## src/rtl/cifra_render.sv

```systemverilog
// Numeric debug overlay: captures a 13-bit magnitude plus sign on each YO change, converts it to
// BCD with a sequential double-dabble, and paints "sdddd" as 8x16 cells just below the YO row.
// state | meaning
// IDLE  | no conversion running
// SHIFT | double-dabble iterations, 13 cycles
// DONE  | commit digits/sign/row to the display registers
module cifra_render #(
    parameter int               PIX_W   = 8,
    parameter int               X0      = 16,
    parameter int               ROW_OFS = 1,
    parameter logic [PIX_W-1:0] FG      = '1
) (
    input  logic             clk,
    input  logic             rst,
    input  logic             de_in,
    input  logic [10:0]      X,
    input  logic [10:0]      Y,
    input  logic [PIX_W-1:0] pix_in,
    input  logic [12:0]      cifra,
    input  logic             znak,
    input  logic [10:0]      YO,
    output logic [PIX_W-1:0] pix_out,
    output logic             de_out,
    output logic             busy
);

    typedef enum logic [1:0] {IDLE, SHIFT, DONE} state_t;

    localparam logic [3:0] GL_MINUS = 4'd10;
    localparam logic [3:0] GL_BLANK = 4'd15;

    state_t      state, state_nxt;
    logic [10:0] yo_prev;
    logic        cap;
    logic [3:0]  iter;
    logic [28:0] dd;
    logic        sh_sign;
    logic [10:0] sh_yo;

    logic        disp_valid;
    logic [15:0] disp_bcd;
    logic        disp_sign;
    logic [10:0] disp_yo;

    // One double-dabble iteration on {bcd[15:0], bin[12:0]}: add-3 correction, then shift left.
    function automatic logic [28:0] dabble_step(input logic [28:0] s);
        logic [28:0] t;
        t = s;
        for (int i = 0; i < 4; i++) begin
            if (t[13+4*i +: 4] >= 4'd5)
                t[13+4*i +: 4] = t[13+4*i +: 4] + 4'd3;
        end
        return {t[27:0], 1'b0};
    endfunction

    // 5x7 font, row 0 in the top bits, leftmost column is the MSB of each row.
    function automatic logic [34:0] glyph(input logic [3:0] code);
        case (code)
            4'd0:    glyph = 35'b01110_10001_10011_10101_11001_10001_01110;
            4'd1:    glyph = 35'b00100_01100_00100_00100_00100_00100_01110;
            4'd2:    glyph = 35'b01110_10001_00001_00010_00100_01000_11111;
            4'd3:    glyph = 35'b11111_00010_00100_00010_00001_10001_01110;
            4'd4:    glyph = 35'b00010_00110_01010_10010_11111_00010_00010;
            4'd5:    glyph = 35'b11111_10000_11110_00001_00001_10001_01110;
            4'd6:    glyph = 35'b00110_01000_10000_11110_10001_10001_01110;
            4'd7:    glyph = 35'b11111_00001_00010_00100_01000_01000_01000;
            4'd8:    glyph = 35'b01110_10001_10001_01110_10001_10001_01110;
            4'd9:    glyph = 35'b01110_10001_10001_01111_00001_00010_01100;
            4'd10:   glyph = 35'b00000_00000_00000_11111_00000_00000_00000;
            default: glyph = '0;
        endcase
    endfunction

    assign cap  = (YO != yo_prev);
    assign busy = (state != IDLE);

    always_ff @(posedge clk) begin
        if (rst) state <= IDLE;
        else     state <= state_nxt;
    end

    always_comb begin
        state_nxt = state;
        case (state)
            IDLE:    state_nxt = IDLE;
            SHIFT:   if (iter == 4'd0) state_nxt = DONE;
            DONE:    state_nxt = IDLE;
            default: state_nxt = IDLE;
        endcase
        // A new value always (re)starts the conversion, including from DONE.
        if (cap) state_nxt = SHIFT;
    end

    always_ff @(posedge clk) begin
        if (rst) begin
            yo_prev <= '0;
            iter    <= '0;
            dd      <= '0;
            sh_sign <= 1'b0;
            sh_yo   <= '0;
        end else begin
            yo_prev <= YO;
            if (cap) begin
                dd      <= {16'd0, cifra};
                sh_sign <= znak;
                sh_yo   <= YO;
                iter    <= 4'd12;
            end else if (state == SHIFT) begin
                dd <= dabble_step(dd);
                if (iter != 4'd0) iter <= iter - 4'd1;
            end
        end
    end

    always_ff @(posedge clk) begin
        if (rst) begin
            disp_valid <= 1'b0;
            disp_bcd   <= '0;
            disp_sign  <= 1'b0;
            disp_yo    <= '0;
        end else if (state == DONE) begin
            disp_valid <= 1'b1;
            disp_bcd   <= dd[28:13];
            disp_sign  <= sh_sign;
            disp_yo    <= sh_yo;
        end
    end

    logic [11:0] band_base, dy, dx;
    logic        in_band, in_field;
    logic        lz3, lz2, lz1;
    logic [3:0]  cell_code;

    // 12-bit arithmetic so that band rows past 2047 never match an 11-bit Y.
    always_comb begin
        band_base = {1'b0, disp_yo} + 12'(ROW_OFS);
        dy        = {1'b0, Y} - band_base;
        in_band   = ({1'b0, Y} >= band_base) && (dy < 12'd16);
        dx        = {1'b0, X} - 12'(X0);
        in_field  = ({1'b0, X} >= 12'(X0)) && (dx < 12'd40);
        lz3       = (disp_bcd[15:12] == 4'd0);
        lz2       = lz3 && (disp_bcd[11:8] == 4'd0);
        lz1       = lz2 && (disp_bcd[7:4] == 4'd0);
        case (dx[5:3])
            3'd0:    cell_code = disp_sign ? GL_MINUS : GL_BLANK;
            3'd1:    cell_code = lz3 ? GL_BLANK : disp_bcd[15:12];
            3'd2:    cell_code = lz2 ? GL_BLANK : disp_bcd[11:8];
            3'd3:    cell_code = lz1 ? GL_BLANK : disp_bcd[7:4];
            3'd4:    cell_code = disp_bcd[3:0];
            default: cell_code = GL_BLANK;
        endcase
    end

    logic             s1_de, s1_hit;
    logic [PIX_W-1:0] s1_pix;
    logic [3:0]       s1_code, s1_r;
    logic [2:0]       s1_c;

    always_ff @(posedge clk) begin
        if (rst) begin
            s1_de   <= 1'b0;
            s1_hit  <= 1'b0;
            s1_pix  <= '0;
            s1_code <= GL_BLANK;
            s1_r    <= '0;
            s1_c    <= '0;
        end else begin
            s1_de   <= de_in;
            s1_hit  <= de_in && disp_valid && in_band && in_field;
            s1_pix  <= pix_in;
            s1_code <= cell_code;
            s1_r    <= dy[3:0];
            s1_c    <= dx[2:0];
        end
    end

    logic [34:0] g;
    logic [4:0]  row_bits;
    logic        lit;

    // Each glyph row is drawn on two lines; cell row 0/15 and columns 0/6/7 are spacing.
    always_comb begin
        g = glyph(s1_code);
        case (s1_r)
            4'd1,  4'd2:  row_bits = g[34:30];
            4'd3,  4'd4:  row_bits = g[29:25];
            4'd5,  4'd6:  row_bits = g[24:20];
            4'd7,  4'd8:  row_bits = g[19:15];
            4'd9,  4'd10: row_bits = g[14:10];
            4'd11, 4'd12: row_bits = g[9:5];
            4'd13, 4'd14: row_bits = g[4:0];
            default:      row_bits = '0;
        endcase
        case (s1_c)
            3'd1:    lit = row_bits[4];
            3'd2:    lit = row_bits[3];
            3'd3:    lit = row_bits[2];
            3'd4:    lit = row_bits[1];
            3'd5:    lit = row_bits[0];
            default: lit = 1'b0;
        endcase
    end

    always_ff @(posedge clk) begin
        if (rst) begin
            pix_out <= '0;
            de_out  <= 1'b0;
        end else begin
            pix_out <= (s1_hit && lit) ? FG : s1_pix;
            de_out  <= s1_de;
        end
    end

endmodule

```

## config.mk

```make
export PLATFORM = sky130hd
export DESIGN_NAME = cifra_render
export DESIGN_NICKNAME = d
export VERILOG_FILES = /design/src/rtl/cifra_render.sv
export SDC_FILE = /design/constraint.sdc
export NUM_CORES = 1
export LEC_CHECK = 0
export CORE_MARGIN = 1.5
export CORE_UTILIZATION = 62
export DETAILED_ROUTE_END_ITERATION = 10
export HOLD_SLACK_MARGIN = 0.05
export PLACE_DENSITY = 0.85
export SETUP_SLACK_MARGIN = 0.2
export SYNTH_ARGS = -nofsm -noshare
export SYNTH_HDL_FRONTEND = slang
export SYNTH_SLANG_ARGS = --single-unit
export TNS_END_PERCENT = 5
```

## constraint.sdc

```tcl
create_clock -name clk -period 8.7 [get_ports clk]
set_input_delay 2.61 -clock clk [delete_from_list [all_inputs] [get_ports clk]]
set_output_delay 2.61 -clock clk [all_outputs]
set_load 0.01 [all_outputs]
```

* Word-level counts from Yosys, hierarchy flattened
Memories as Yosys holds them, arrays and structs flattened. A register that Yosys moved wholly into a read port is not among the register bits.
Index checks and enable logic that the tools add are counted.
Widths: inputs -> output; s select.
** Storage, ports and cells
- Flip-flop bits (word level) :: 113
- Memory bits (read-only) :: 560
- Bits of input ports :: 58
- Output and inout bits :: 10
- Memories :: 1
** Memory list
- (name not given) :: depth 16, bits a word 35, read ports 1, clocked after Yosys merged registers in 1, write ports 0, RTL line 58 : case (code)
** Cells by class
- Add/sub/neg operators :: 8
- Order comparisons :: 8
- Eq/ne operators :: 27
- Mux-type cells :: 21
- Bitwise operators :: 1
- Reductions and logical operators :: 28
** Operator list (count)
- $mux 4 :: 10
- $pmux 5 s7 :: 1
- $eq 4x4->1 const B :: 7
- $mux 13 :: 2
- $pmux 4 s5 :: 1
- $eq 4x3->1 const B :: 4
- $ge 4x3->1 const B :: 4
- $logic_not 4->1 :: 4
- $reduce_or 2->1 :: 8
- $add 11x1->12 const B :: 1
- $add 4x2->4 const B :: 3
- $eq 3x2->1 const B :: 4
- $ge 11x12->1 :: 1
- $lt 12x5->1 const B :: 1
- $lt 12x6->1 const B :: 1
- $sub 11x12->12 :: 1
- $sub 11x5->12 const B :: 1
- $ge 11x5->1 const B :: 1
- $ne 11x11->1 :: 1
- $eq 3x3->1 const B :: 3
- $eq 4x2->1 const B :: 2
- $logic_and 1x1->1 :: 8
- $mux 8 :: 1
- $eq 3x1->1 const B :: 2
- other kinds (15) :: 21

* Longest topological paths before layout
Gate-level depths: netlist of the first run.
- Depth after elaboration :: 6
- Depth in mapped cells :: 14

* Worst setup path before layout of the first run
Ideal clock, no wire load.
- Path kind :: input port to flip-flop
- From :: input port X[4]
- To :: register, netlist name g[16]
- Library setup time :: 0.074 ns
- Arrival time :: 5.273 ns
- Data required time :: 8.626 ns
- Setup slack :: 3.352 ns
- Stages :: 12
- Path buffers :: 2
- Cell sequence :: buf_2 > inv_1 > ha_1 > buf_6 > nor2_1 > nand2_1 > a2bb2oi_1 > nor4b_1 > inv_1 > ha_1 > mux2_2 > o21ai_0
** On the way
- Word-level cells in the longest chain between the ends :: 4
** RTL lines
- start: declaration :: RTL line 16 : input logic [10:0] X,
- $sub 11x5->12 (*) :: RTL line 139 : dx = {1'b0, X} - 12'(X0);
- $eq 3x3->1 (tied with other cells) :: RTL line 144 : case (dx[5:3])
- $pmux 4 s5 (*) :: RTL line 144
- $mux 4 (no source line) (*)
Mark *: on every way between the ends. The rest lies on a longest branch, timed or not.
A chain may end at the register's enable or synchronous reset.

* Final worst setup path of the first run
- From :: input port X[4]
- To :: register, netlist name g[24]
** On the way
- Word-level cells in the longest chain between the ends :: 4
** RTL lines (RTL line)
- $sub 11x5->12 (*) :: 139
- $eq 3x3->1 (tied with other cells) :: 144
- $pmux 4 s5 (*) :: 144
- $mux 4 (no source line) (*)
Marked as above.

==> results of run 1 <==
==> layout by cell type, fill, tap and decap left out, drive strengths merged, types with 11 or more instances in the layout <==
master and instances:
nand2b 15, nand2 134, nand3 15, o21ai 36, a311oi 12, a21oi 84
a31oi 13, clkbuf 20, mux2i 24, xnor2 23, xor2 11, nor2b 34
nor3 16, inv 44, dfxtp 144, nor2 60, clkdlybuf4s50 66, ha 33
==> sequential cells by signal, indices dropped and copies added, names as in the netlist <==
register and flops:
dd 29, s1_hit 1, de_out 1, disp_bcd 16, pix_out 8, s1_c 3, s1_de 1, sh_yo 11
iter 4, disp_yo 11, disp_valid 1, yo_prev 11, sh_sign 1, disp_sign 1, state 2, s1_pix 8
s1_r 4, g 31
==> report_power, final <==
part           leakage [nW]  switching (W)  internal, W  total, W
Sequential             1.18      0.0000213     0.000684  0.000705
Combinational          1.58      0.0000894    0.0000783  0.000168
Clock                 0.271       0.000279     0.000401  0.000680
==> layer usage <==
layer	part of all wire [%]	global-route usage (%)	routed length, microns	up-vias
met5	0	0	0	-
met4	2.0	11.79	336	0
met3	4.7	5.873	803	32
met2	50	50.58	8561	189
met1	43	33.25	7269	2975
li1	-	-	-	3066
==> worst min-delay path by stage <==
| stage | startpoint | endpoint | slack [ns] | cells after the start |
|---|---|---|---|---|
| 3_3_place_gp | s1_de | de_out | 0.42 | 1 |
| 4_1_cts | s1_de | de_out | 0.45 | 1 |
| 2_1_floorplan | s1_de | de_out | 0.41 | 1 |
| 6_report | s1_de | de_out | 0.44 | 1 |
| 5_1_grt | s1_de | de_out | 0.46 | 1 |
| 3_5_place_dp | s1_de | de_out | 0.43 | 1 |
==> cell families (layout without fill, tap and decap cells) <==
group	Yosys count	count (layout)
flops	144	144
mux	26	26
compound gates	219	219
xor+xnor	34	34
simple gates	308	308
buf+inv	86	147
fa+ha+maj	34	34
==> through the flow <==
step / hold WS, ns / std cells / instance area (sq um) / setup slack (ns)
floorplan: 0.4138 / 851 / 7163 / 3.352
global route: 0.4615 / 1055 / 8411 / 2.730
global placement: 0.4240 / 1023 / 7855 / 2.671
CTS: 0.4475 / 1055 / 8411 / 3.009
detailed placement: 0.4346 / 1023 / 7855 / 2.568
finish: 0.4437 / 1055 / 8411 / 2.910
==> cell type report <==
| type | instances | area share (%) |
|---|---|---|
| clock inverter | 12 | 1.294 |
| multi-input combinational | 621 | 46.62 |
| timing repair buffer | 74 | 8.539 |
| inverter | 41 | 1.830 |
| tap | 143 | 2.127 |
| sequential | 144 | 34.28 |
| clock buffer | 20 | 5.311 |
==> metrics.txt, run 1 <==
post-synthesis simple-gate area fraction=20.44%; initial DRC count=between 500 and 600; Synth Area per Inst=about 8.4 sq um; Post-CTS Setup Inserts=0; final wirelength=roughly 17 mm; EDFF count, synth=0; largest family of logic cells by synthesized area=simple AND/OR/NAND/NOR gates; worst reg2reg path depth=10; CTS sink count=144; post-synthesis cell count=~850; Critical R2R Launch=disp_yo[0]; reg-to-reg endpoint=s1_hit; htree depth=4; synth top area cells=dfxtp_1 40%, nand2_1 7.0%, ha_1 5.8%, a21oi_1 5.7%, mux2i_1 3.4%; Multi-input gate area=about 0.0039 sq mm; die height=roughly 110 microns; Worst EP arrival=6.06 ns; compound-gate portion of the synthesized area=around a fifth; skew final=around 0.0081 ns; Worst setup EP type=flip-flop; Via Count=approximately 6300; worst-path cell chain=clkdlybuf4s50_1 > inv_1 > ha_1 > nor4bb_1 > a31oi_1 > o2111ai_4 > inv_2 > ha_1 > nor2_1 > a31oi_1; worst stage delay on the critical path=~0.76 ns; CTS resizes=0; Die W=between 100 and 150 microns; Fmax achieved=172.7 MHz; asr flop ratio synth=0%; Final Hold Vio Count=0; register area=0.002883 sq mm; WP depth=10; distinct cell type count after synthesis=73; Cell Rows=39; core box area=roughly 0.011 sq mm; Setup TNS=0 ns; IO Count=68; # Max-Cap Violations=0; mux share of post-synthesis cell area=3.825%; most common cell in the netlist=dfxtp_1; mapped cell area=between 0.007 and 0.008 sq mm; number of global-route vias before repair=about 6200; synth warn=0; Root Buffer=clkbuf_16; Worst Setup EP=g[24]; Fillers=roughly 850; pin count of the biggest net entering global routing=about 70; detailed-placement wirelength estimate=roughly 12 mm; CTS Hold Bufs=0; cell family with most CP delay=buffers and inverters; crit path max-delay cell type=clkdlybuf4s50_1; worst skew pair latency=approximately 0.42 ns; reported leakage power=3.030 nW; Port Buffers=67; nets@finish=a little under 1000; antenna viol nets, final=0; final setup fails=0; Clock Pin Slew Worst Setup and Hold Paths=about 0.060 ns; Post-synth top cells=144 x dfxtp_1, 134 x nand2_1, 82 x a21oi_1; Critical Path Start=X[4]; syn_nets=approximately 940; 1st-pass router iterations=5; Final Cycle Share=66.56%; Slew @ Worst Pin=around 1.1 ns; area grow syn2layout=17.41%; initial antenna violation count=0; die area=between 0.01 and 0.015 sq mm; Worst VDD drop=approximately 0.16 mV; cell taking the most area after synthesis=dfxtp_1; Placer Congestion=between 0.9 and 1; top cell type's share of synthesized area=40.24%; Overflow after GRT=0; status=finished clean; first-pass GRT wire length=about 29 mm; Max FO, Critical Path=18; Final Slew Violations=0; min Tclk post-route=5.790 ns; RSZ-0062 raised after global routing=false; Max Buffers Root-to-Sink=2; share of layout cells above drive strength 1=just under 6%; Avg WL per Cell=between 15 and 20 microns; sequential share of the synthesized area=between 40% and 50%; PwrDens=roughly 180 mW/mm^2; Pwr Total=0.001553 W; reg2reg setup slack=5.69 ns; Starting Density=approximately 63%; Antenna Cells=0; CTS tree=done; Final Core Density=roughly three quarters; GRT Util Overall=between 20 and 30%; hold crit path type=reg2reg; Worst slew margin=24.15%; Synth Area in Adders=under 10%; Seq cells post-synth=roughly 140; Inserted Clock Buffers=17; Critical Path Start Type=primary input; post-synthesis xor/xnor area fraction=under 10%; DR vias/cell=roughly 6; Worst EP required=~9 ns; Worst Path Buf+Inv=3; critical path class=in2reg; drt drc=0; most used flip-flop cell after synthesis=dfxtp_1
Power figures use the tool's default switching activity.
==> inputs of run 2 (changes only) <==
--- a/config.mk
+++ b/config.mk
@@ -6,10 +6,10 @@
 export NUM_CORES = 1
 export LEC_CHECK = 0
 export CORE_MARGIN = 1.5
-export CORE_UTILIZATION = 62
+export CORE_UTILIZATION = 52
 export DETAILED_ROUTE_END_ITERATION = 10
 export HOLD_SLACK_MARGIN = 0.05
-export PLACE_DENSITY = 0.85
+export PLACE_DENSITY = 0.76
 export SETUP_SLACK_MARGIN = 0.2
 export SYNTH_ARGS = -nofsm -noshare
 export SYNTH_HDL_FRONTEND = slang
==> constraint.sdc (replaced) <==
create_clock -name clk -period 5 [get_ports clk]
set_input_delay 1.5 -clock clk [delete_from_list [all_inputs] [get_ports clk]]
set_output_delay 1.5 -clock clk [all_outputs]
set_load 0.01 [all_outputs]
==> metrics.txt, run 2 (synthesized netlist as in run 1, its figures left out) <==
Setup TNS=0 ns (unchanged); number of flip-flops in the largest register=31 (unchanged); Fmax achieved=around 240 MHz; Clk network pwr share=47.0% (+3.2 points); crit path max-delay cell type=clkdlybuf4s50_1; GRT Util Overall=23.23% (-5.2 points); final setup fails=0 (unchanged); antenna viol nets, final=0 (unchanged); worst reg2reg path depth=10 (unchanged); Port Buffers=67 (unchanged); final wirelength=16.19 mm (-4.6%); Root Buffer=clkbuf_16; worst stage delay on the critical path=0.51 ns (-0.25 ns); Post-CTS Setup Inserts=0 (unchanged); Sequential Power Share=42.7% (-2.7 points); Worst slew margin=26.27% (+2.1 points); nets@finish=993 (+0.20%); die area=0.01449 sq mm (+19%); min Tclk post-route=4.084 ns; drt drc=0 (unchanged); initial DRC count=348 (-41%); commonest non-fill, non-tap cells in the layout=144 x dfxtp_1, 134 x nand2_1, 82 x a21oi_1; first-pass GRT wire length=27.01 mm (-5.8%); CTS resizes=0 (unchanged); critical path class=in2reg; detailed-placement wirelength estimate=11.31 mm (-4.7%); PwrDens=335.1 mW/mm^2 (+81%); CTS tree=done; hold crit path type=reg2reg; Final Hold Vio Count=0 (unchanged); met1 usage=29.76% (-3.5 points); global route hottest layer=met2; CTS sink count=144 (unchanged); most common cell after layout, fill and taps aside=dfxtp_1; reg2reg setup slack=2.06 ns (-3.63 ns); sw frac=23.38% (-1.7 points); Worst EP arrival=4.40 ns (-1.66 ns); most frequent CP cell=inv_1; reg-to-reg endpoint=s1_hit; RSZ-0062 raised after global routing=false; Final Cycle Share=just over 80%; worst-path cell chain=clkdlybuf4s50_1 > inv_1 > ha_1 > nor3b_1 > a22oi_1 > nor2_1 > nor4bb_1 > inv_1 > ha_1 > inv_1 > nand2_1 > a22o_1; area grow syn2layout=19.37%; hold-critical path endpoint=de_out; number of global-route vias before repair=5692 (-8.1%); met3 track demand over resource=5.189% (-0.68 points); die height=120.4 microns (+8.9%); Slew @ Worst Pin=1.101 ns (-0.03673 ns); Comb pwr share=10.3% (-0.5 points); Clock Pin Slew Worst Setup and Hold Paths=0.06 ns (about the same); Pwr Total=0.002865 W (+84%); Pint=0.002195 W (+89%); CTS Hold Bufs=0 (unchanged); GR Util met2=38.14% (-12 points); pin count of the biggest net entering global routing=55 (-20%); Critical R2R Launch=disp_yo[0]; Cells on Worst Hold Path=1 (unchanged); htree depth=4 (unchanged); Starting Density=53.67% (-9.6 points); status=finished clean; Worst VDD drop=0.2249 mV (+42%); share of layout cells above drive strength 1=6.236% (+0.32 points); 1st-pass router iterations=7 (+2); DR vias/cell=5.547 (-6.5%); final std cells w/o fill=1090 (+3.3%); placed cells=1058 (+3.4%); Die W=120.4 microns (+8.9%); Avg WL per Cell=14.85 microns (-7.7%); Worst setup EP type=flip-flop; skew final=0.008088 ns (+0.000006660 ns); IO Count=68 (unchanged); Critical Path Start Type=primary input; Antenna Cells=0 (unchanged); initial antenna violation count=0 (unchanged); Critical Path Start=X[4]; Overflow after GRT=0 (unchanged); Psw=0.0006698 W (+72%); Final Slew Violations=0 (unchanged); worst skew pair latency=0.42 ns (about the same); HP Start=s1_de; # Max-Cap Violations=0 (unchanged); Max Buffers Root-to-Sink=2 (unchanged); core box area=0.01335 sq mm (+18%); Placer Congestion=0.8877 (-3.0%); Worst EP required=5.31 ns (-3.66 ns); Max FO, Critical Path=10 (-8); reported leakage power=3.076 nW (+1.5%); Cell Rows=42 (+7.7%); Inserted Clock Buffers=17 (unchanged); Via Count=6046 (-3.4%)
==> run 2: cell count changes in the layout (fill, tap and decap cells not counted), sizes merged <==
cell	before	now
buf	8	10
bufinv	1	4
clkbuf	20	21
clkinv	6	3
clkinvlp	2	1
==> run 2: cell type report <==
type                       count  area (sq um)
clock buffer                  21         460.4
timing repair buffer          76         733.2
fill                        1138          4797
inverter                      41         153.9
tap                          176         220.2
sequential                   144          2883
multi-input combinational    621          3924
clock inverter                11         176.4
==> run 2: stage by stage <==
| step | hold WS [ns] | area (sq um) | utilization (%) | setup slack, ns |
|---|---|---|---|---|
| floorplan | 0.4138 | 7163 | - | 0.7623 |
| global placement | 0.4156 | 7914 | 59.29 | 0.5093 |
| detailed placement | 0.4260 | 7914 | 59.29 | 0.4768 |
| CTS | 0.4392 | 8551 | 64.06 | 0.9236 |
| global route | 0.4631 | 8551 | 64.06 | 0.6649 |
| finish | 0.4346 | 8551 | 64.06 | 0.9163 |
==> run 2: worst max-delay path, delay by kind of cell <==
kind	cells	cell delay, ns
simple gates	4	0.83
buf+inv	4	0.92
fa+ha+maj	2	0.77
compound gates	2	0.36
==> run 2: worst max-delay path by stage <==
stage               slack, ns     to  depth (start not counted)
global route             0.66  g[10]                         11
CTS                      0.92  g[10]                         12
finish                   0.92  g[10]                         12
detailed placement       0.48  g[10]                         12
global placement         0.51  g[10]                         11
floorplan                0.76  g[16]                         12
==> run 2: layer usage <==
metal,routed length [microns],vias to the layer above
met4,314,0
met3,674,25
met5,0,-
li1,-,3066
met1,7532,2808
met2,7669,147
==> run 2: power groups by stage <==
stage | Sequential (W) | Clock, W | Combinational (W)
floorplan | 0.00123 | 0 | 0.000203
global placement | 0.00125 | 0 | 0.000288
detailed placement | 0.00125 | 0 | 0.000290
CTS | 0.00122 | 0.00137 | 0.000295
global route | 0.00123 | 0.00142 | 0.000324
finish | 0.00122 | 0.00135 | 0.000294
